$ cat config.mk
export PLATFORM = sky130hd
export DESIGN_NAME = nand_avalon_csr
export DESIGN_NICKNAME = d
export VERILOG_FILES = /design/src/rtl/nand_avalon_csr.sv
export SDC_FILE = /design/constraint.sdc
export NUM_CORES = 1
export LEC_CHECK = 0
export BUFFER_PORTS_ARGS = -buffer_cell sky130_fd_sc_hd__buf_2
export CORE_ASPECT_RATIO = 0.5
export CORE_UTILIZATION = 30
export CTS_BUF_LIST = sky130_fd_sc_hd__clkbuf_4 sky130_fd_sc_hd__clkbuf_8
export CTS_CLUSTER_SIZE = 20
export DETAILED_ROUTE_END_ITERATION = 8
export MAX_ROUTING_LAYER = met4
export REMOVE_ABC_BUFFERS = 1
export SLEW_MARGIN = 0
export SYNTH_ARGS = -nofsm -noshare
export SYNTH_HDL_FRONTEND = slang
export SYNTH_SLANG_ARGS = --single-unit
$ cat constraint.sdc
create_clock -name clk -period 2.15 [get_ports clk]
set_input_delay 0.43 -clock clk [delete_from_list [all_inputs] [get_ports clk]]
set_output_delay 0.43 -clock clk [all_outputs]
set_load 0.05 [all_outputs]
$ cat src/rtl/nand_avalon_csr.sv
// Avalon-style CSR responder for the NAND controller: decodes DATA/CMD/STATUS
// accesses and hands commands to the NAND command engine over valid/ready.
module nand_avalon_csr #(
    parameter int DATA_W         = 32,
    parameter int NUM_CMDS       = 24,
    parameter int TIMEOUT_CYCLES = 1000000
) (
    input  logic              clk,
    input  logic              rst,
    input  logic [1:0]        address,
    input  logic              pread,
    input  logic              pwrite,
    input  logic [DATA_W-1:0] writedata,
    output logic [DATA_W-1:0] readdata,
    output logic [7:0]        cmd_code,
    output logic [7:0]        cmd_arg,
    output logic              cmd_valid,
    input  logic              cmd_ready,
    input  logic              cmd_done,
    input  logic [7:0]        cmd_result,
    output logic              cmd_abort,
    input  logic              nand_rnb
);

    localparam int              CNT_W     = $clog2(TIMEOUT_CYCLES);
    localparam logic [CNT_W-1:0] CNT_LAST  = CNT_W'(TIMEOUT_CYCLES - 1);
    localparam logic [8:0]       CMD_LIMIT = 9'(NUM_CMDS);

    typedef enum logic [1:0] {
        S_IDLE,
        S_ISSUE,
        S_EXEC
    } state_t;

    state_t           state;
    state_t           next_state;
    logic [CNT_W-1:0] tmo_cnt;
    logic [7:0]       result_q;
    logic             err;
    logic             tmo;
    logic             rnb_meta;
    logic             rnb_s;
    logic [DATA_W-1:0] rd_value;

    logic wr_en;
    logic rd_en;
    logic cmd_wr;
    logic cmd_legal;
    logic cmd_accept;
    logic cmd_reject;
    logic status_rd;
    logic latch_result;
    logic timeout_hit;
    logic unused_wdata;

    // A simultaneous read and write performs only the write.
    assign wr_en        = (pwrite == 1'b0);
    assign rd_en        = (pread == 1'b0) && !wr_en;
    assign cmd_wr       = wr_en && (address == 2'd1);
    assign cmd_legal    = ({1'b0, writedata[7:0]} < CMD_LIMIT);
    assign cmd_accept   = cmd_wr && (state == S_IDLE) && cmd_legal;
    assign cmd_reject   = cmd_wr && !cmd_accept;
    assign status_rd    = rd_en && (address == 2'd2);
    assign latch_result = cmd_done && ((state == S_EXEC) ||
                                       ((state == S_ISSUE) && cmd_ready));
    assign timeout_hit  = (state == S_EXEC) && !cmd_done && (tmo_cnt == CNT_LAST);
    assign unused_wdata = ^writedata;

    always_ff @(posedge clk or posedge rst) begin
        if (rst) begin
            state <= S_IDLE;
        end else begin
            state <= next_state;
        end
    end

    always_comb begin
        next_state = state;
        cmd_valid  = 1'b0;
        case (state)
            S_IDLE: begin
                if (cmd_accept) begin
                    next_state = S_ISSUE;
                end
            end
            S_ISSUE: begin
                cmd_valid = 1'b1;
                if (cmd_ready) begin
                    next_state = cmd_done ? S_IDLE : S_EXEC;
                end
            end
            S_EXEC: begin
                if (cmd_done || timeout_hit) begin
                    next_state = S_IDLE;
                end
            end
            default: next_state = S_IDLE;
        endcase
    end

    always_comb begin
        rd_value = '0;
        case (address)
            2'd0:    rd_value[7:0] = result_q;
            2'd1:    rd_value[7:0] = cmd_code;
            2'd2:    rd_value[3:0] = {tmo, err, rnb_s, (state != S_IDLE)};
            default: rd_value      = '0;
        endcase
    end

    // Status flags are clear-on-read, but a new error on the same edge wins.
    always_ff @(posedge clk or posedge rst) begin
        if (rst) begin
            readdata  <= '0;
            cmd_code  <= '0;
            cmd_arg   <= '0;
            cmd_abort <= 1'b0;
            result_q  <= '0;
            err       <= 1'b0;
            tmo       <= 1'b0;
            tmo_cnt   <= '0;
        end else begin
            cmd_abort <= timeout_hit;
            if (wr_en && (address == 2'd0)) begin
                cmd_arg <= writedata[7:0];
            end
            if (cmd_accept) begin
                cmd_code <= writedata[7:0];
            end
            if (latch_result) begin
                result_q <= cmd_result;
            end
            if ((next_state == S_EXEC) && (state != S_EXEC)) begin
                tmo_cnt <= '0;
            end else if (state == S_EXEC) begin
                tmo_cnt <= tmo_cnt + 1'b1;
            end
            if (cmd_reject) begin
                err <= 1'b1;
            end else if (status_rd) begin
                err <= 1'b0;
            end
            if (timeout_hit) begin
                tmo <= 1'b1;
            end else if (status_rd) begin
                tmo <= 1'b0;
            end
            if (rd_en) begin
                readdata <= rd_value;
            end
        end
    end

    always_ff @(posedge clk or posedge rst) begin
        if (rst) begin
            rnb_meta <= 1'b0;
            rnb_s    <= 1'b0;
        end else begin
            rnb_meta <= nand_rnb;
            rnb_s    <= rnb_meta;
        end
    end

endmodule

==> results of run 1 <==
-- stage by stage --
stage                     total power [W]  setup WS (ns)  hold slack (ns)
after floorplan                   0.00211          0.264            0.331
final                             0.00328          0.399            0.124
after detailed placement          0.00233          0.396            0.339
after CTS                         0.00332          0.386            0.128
after global routing              0.00347          0.299            0.150
after global placement            0.00231          0.374            0.338
-- worst max-delay path, stage by stage, from the launching register on --
cell and delay, ns:
dfrtp_1 0.49, and2b_2 0.26, a21oi_1 0.10, nand2b_1 0.39, mux2_2 0.39
-- metal layers --
layer,track usage,part of all wire
met5,-,0
met4,0.0659,0.013
met3,0.0399,0.040
met2,0.202,0.48
met1,0.154,0.47
-- cells in the final DEF (no fill, tap or decap), types with 4 or more instances in the layout --
master,synthesis,final
conb_1,1,24
nand2b_1,4,4
nand2_1,31,31
and3_1,4,4
nor2_1,18,18
buf_2,4,50
dfrtp_1,59,59
mux2i_1,20,20
buf_4,24,5
clkbuf_8,0,10
a21oi_1,7,7
nand3_1,12,12
mux2_2,21,21
o21ai_0,13,13
-- area by class of cell --
class	instances	area share
flip-flops and latches	59	0.441
clock buffers	11	0.0434
clock inverters	3	0.0120
repair buffers	56	0.0920
well taps	117	0.0437
inverters	3	0.00336
multi-input cells	190	0.364
-- path summary, 6_finish.rpt --
kind | from | endpoint | slack, ns | cells past startpoint
setup / recovery | state[0] | result_q[0] | 0.40 | 4
hold / removal | rst | cmd_code[4] | 0.12 | 2
setup reg to reg | state[0] | result_q[0] | 0.40 | 4
hold reg to reg | rnb_meta | rnb_s | 0.37 | 0
max in group asynchronous | rst | tmo_cnt[11] | 1.43 | 3
min in group clk | nand_rnb | rnb_meta | 0.19 | 1
-- state kept, by name (all words and copies together) (netlist names) --
| register | count |
|---|---|
| tmo_cnt | 20 |
| cmd_arg | 8 |
| cmd_code | 8 |
| readdata | 8 |
| result_q | 8 |
| state | 2 |
| cmd_abort | 1 |
| err | 1 |
| rnb_meta | 1 |
| rnb_s | 1 |
| tmo | 1 |
-- cell families after synthesis --
family / count (synthesis) / share of synthesized area
AOI/OAI and AO/OA: 25 / 0.0492
muxes: 41 / 0.153
and+or+nand+nor: 95 / 0.177
adders and majority gates: 1 / 0.00439
DFF: 59 / 0.518
buffers and inverters: 34 / 0.0835
other: 1 / 0.00132
xor gates and xnor gates: 4 / 0.0123
-- power by group --
group,switching [W],internal [W]
combinational,0.000538,0.000251
sequential,0.000187,0.00133
clock,0.000411,0.000562
total,0.00114,0.00214
==> flow_summary.toml, run 1 <==
[layout]
fill_cells = 908
finalInstanceArea_um2 = 3350
drive_above_1_share = 0.317
nNetsFinal = 369
seqCellArea_um2 = 1480
diodes = 0
multi_input_area_um2 = 1220
post-route-util = 0.374
stdcell_count = 439
syn_to_final_growth_pct = 17.5

[die]
start_util = 0.318
placementRows = 24
die_x_um = 140
core_area_um2 = 8950
io_pins = 99
die_h_um = 70.9
dieArea_um2 = 9910

[grt]
antenna_found_initial = 0
overflow = 0
grt_pass1_vias = 1962
grtUsageTotal = 0.130
grt_max_degree = 25
grt_pass1_wl_mm = 9.51

[yosys]
synth_area_per_cell_um2 = 11.0
synth_commonest_cells = "dfrtp_1 (59), nand2_1 (31), buf_4 (24), mux2_2 (21), mux2i_1 (20)"
synth_area_leaders = "dfrtp_1 (52%), mux2_2 (8.3%), mux2i_1 (7.0%), buf_4 (6.3%), nand2_1 (4.1%)"
ys_seq_elements = 59
synth_edf_count = 0
synth_cell_type_count = 41
yosysTopAreaCellShare = 0.518
ys.flop_type = "dfrtp_1"
synthCells = 260
seq_area_frac_synth = 0.518
async_flop_share = 1.00
syn-cell-area_um2 = 2850
synth_warnings = 0
synth_most_common_cell = "dfrtp_1"
synth_top_area_cell = "dfrtp_1"

[critical_path]
crit_required_ns = 2.37
criticalPathCategory = "reg2reg"
startpoint_type = "flop"
crit_path_end_kind = "flop"
cp_data_arrival_time_ns = 1.97
cp_max_fo = 8

[timing]
period_share = 0.815
finalMaxSlewViolations = 0
finalSetupViolations = 0
slew_headroom = 0.644
finalHoldViolations = 0
rsz0062_at_grt = "false"
clock.fmax_ghz = 0.571
finalCriticalPeriod_ns = 1.75
fin_worst_skew_ns = 0.00988
finalSetupTns_ns = 0
tightest_slew_ns = 0.533

[route]
wl_per_cell_um = 12.6
drtAntennaViolNets = 0
drtIter0Drc = 67
finalWirelength_mm = 5.53
viasPerCell = 4.43
via_count = 1946
drt-pass1-iter-count = 4
drc = 0

[clocking]
worst_skew_pair.late_latency_ns = 0.34
hold_buffers = 0
cts.sinks = 59
post_cts_buffers = 0
cts_buffers = 9
cts_tree = "done"
h-tree-depth = 3
cts-root-buf = "clkbuf_8"
ctsLongestPathBuffers = 2
path_clk_slew_ns = 0.07
ctsResizeCount = 0

[placement]
post_dp_cell_area_um2 = 3160
place_hpwl_mm = 4.10
dp.cells = 425
globalplace.congestion = 0.748
portBuffers = 50

[pwr]
p_leak_nw = 1.69
ir_drop_uv = 418
power_density_nw_per_um2 = 980

[hold_path]
min_path_type = "in2async"

[flow_run]
max_cap_viol_count = 0

[outcome]
status = "finished, final reports clean"
No activity file was read; power rests on OpenSTA's default activity.
==> run 2: changes to the inputs <==
==> constraint.sdc (replaced) <==
create_clock -name clk -period 1.75 [get_ports clk]
set_input_delay 0.35 -clock clk [delete_from_list [all_inputs] [get_ports clk]]
set_output_delay 0.35 -clock clk [all_outputs]
set_load 0.05 [all_outputs]
==> run 2 against run 1 <==
Net effect: final cell count grew 1.4%; highest routed layer unchanged; clock skew is 0.0042 ns lower; combinational power is 23% higher.
==> flow_summary.toml, run 2 (synthesis results as in run 1) <==
[die]
placementRows = 24
io_pins = 99
dieArea_um2 = 9910
core_area_um2 = 8950
die_h_um = 70.9
die_x_um = 140
start_util = 0.318

[grt]
grt_pass1_vias = 1947
grtUsageTotal = 0.126
antenna_found_initial = 0
overflow = 0
grt_pass1_wl_mm = 9.37
grt_max_degree = 60

[route]
via_count = 1967
wl_per_cell_um = 12.6
drt-pass1-iter-count = 4
drtAntennaViolNets = 0
finalWirelength_mm = 5.61
drc = 0
drtIter0Drc = 76
viasPerCell = 4.42

[timing]
finalMaxSlewViolations = 0
finalCriticalPeriod_ns = 1.66
hold_slack_ns = 0.0635
finalSetupViolations = 0
finalHoldViolations = 0
clock.fmax_ghz = 0.603
fin_worst_skew_ns = 0.00565
period_share = 0.948
rsz0062_at_grt = "false"

[clocking]
h-tree-depth = 3
cts-root-buf = "clkbuf_8"
post_cts_buffers = 0
cts_tree = "done"
path_clk_slew_ns = 0.06
ctsLongestPathBuffers = 2
worst_skew_pair.late_latency_ns = 0.33
ctsResizeCount = 0
cts.sinks = 59
cts_buffers = 9
hold_buffers = 0

[placement]
portBuffers = 50
post_dp_cell_area_um2 = 3200
globalplace.congestion = 0.785
place_hpwl_mm = 4.11

[layout]
nNetsFinal = 374
finalInstanceArea_um2 = 3370
drive_above_1_share = 0.329
final_common_cell = "dfrtp_1"
regMostFlops = "tmo_cnt"
largest_reg_flops = 20
diodes = 0
syn_to_final_growth_pct = 18.2
most-common-layout-cells = "dfrtp_1 (59), buf_2 (50), nand2_1 (31)"

[outcome]
status = "finished, final reports clean"

[critical_path]
crit_required_ns = 1.40
cp_data_arrival_time_ns = 1.31
criticalPathCategory = "reg2out"
startpoint_type = "flop"
crit_path_end_kind = "output port"
cp_max_fo = 8

[flow_run]
max_cap_viol_count = 0

[pwr]
ir_drop_uv = 352
p_leak_nw = 1.69
power_density_nw_per_um2 = 1160

[hold_path]
min_path_type = "in2async"
[run 2: cell type report]
class                      instances  area, µm²
fill                             908       5580
sequential                        59       1480
multi-input combinational        190       1220
timing repair buffer              61        345
tap                              117        146
clock buffer                      10        138
clock inverter                     5       30.0
inverter                           3       11.3
[run 2: metal layers]
| layer | global-route usage | up-vias | wire length [µm] |
|---|---|---|---|
| li1 | - | 978 | - |
| met5 | - | - | 0 |
| met4 | 0.0525 | 0 | 109 |
| met3 | 0.0413 | 14 | 199 |
| met2 | 0.198 | 42 | 2690 |
| met1 | 0.150 | 933 | 2610 |
[run 2: path summary, 6_finish.rpt]
kind                          start     endpoint  slack [ns]  depth (start not counted)
max in group asynchronous       rst  tmo_cnt[10]        1.42                          3
hold / removal                  rst   tmo_cnt[3]        0.06                          3
hold reg to reg            rnb_meta        rnb_s        0.35                          0
min in group clk           nand_rnb     rnb_meta        0.12                          1
setup / recovery           state[1]    cmd_valid        0.09                          3
setup reg to reg           state[0]  result_q[0]        0.13                          5
[run 2: critical path, cell delays in order, from the launching register on]
cell	delay (ns)
dfrtp_1	0.46
nand2b_4	0.18
inv_2	0.07
buf_2	0.26
[run 2: per-stage QoR]
| stage | setup slack (ns) | util | total power (W) | instances | TNS (ns) |
|---|---|---|---|---|---|
| finish | 0.0906 | 0.376 | 0.00390 | 445 | 0 |
| global route | 0.0291 | 0.376 | 0.00413 | 445 | 0 |
| CTS | 0.0699 | 0.376 | 0.00395 | 445 | 0 |
| detailed placement | 0.172 | 0.358 | 0.00286 | 430 | 0 |
| global placement | 0.180 | 0.358 | 0.00284 | 430 | 0 |
| floorplan | -0.0563 | - | 0.00260 | 252 | -3.32 |
[run 2: power breakdown]
group / leakage [nW] / internal (W) / total, W / switching (W)
clock network: 0.0839 / 0.000535 / 0.00107 / 0.000532
logic: 0.876 / 0.000312 / 0.000972 / 0.000659
registers: 0.732 / 0.00163 / 0.00186 / 0.000227
total: 1.69 / 0.00248 / 0.00390 / 0.00142
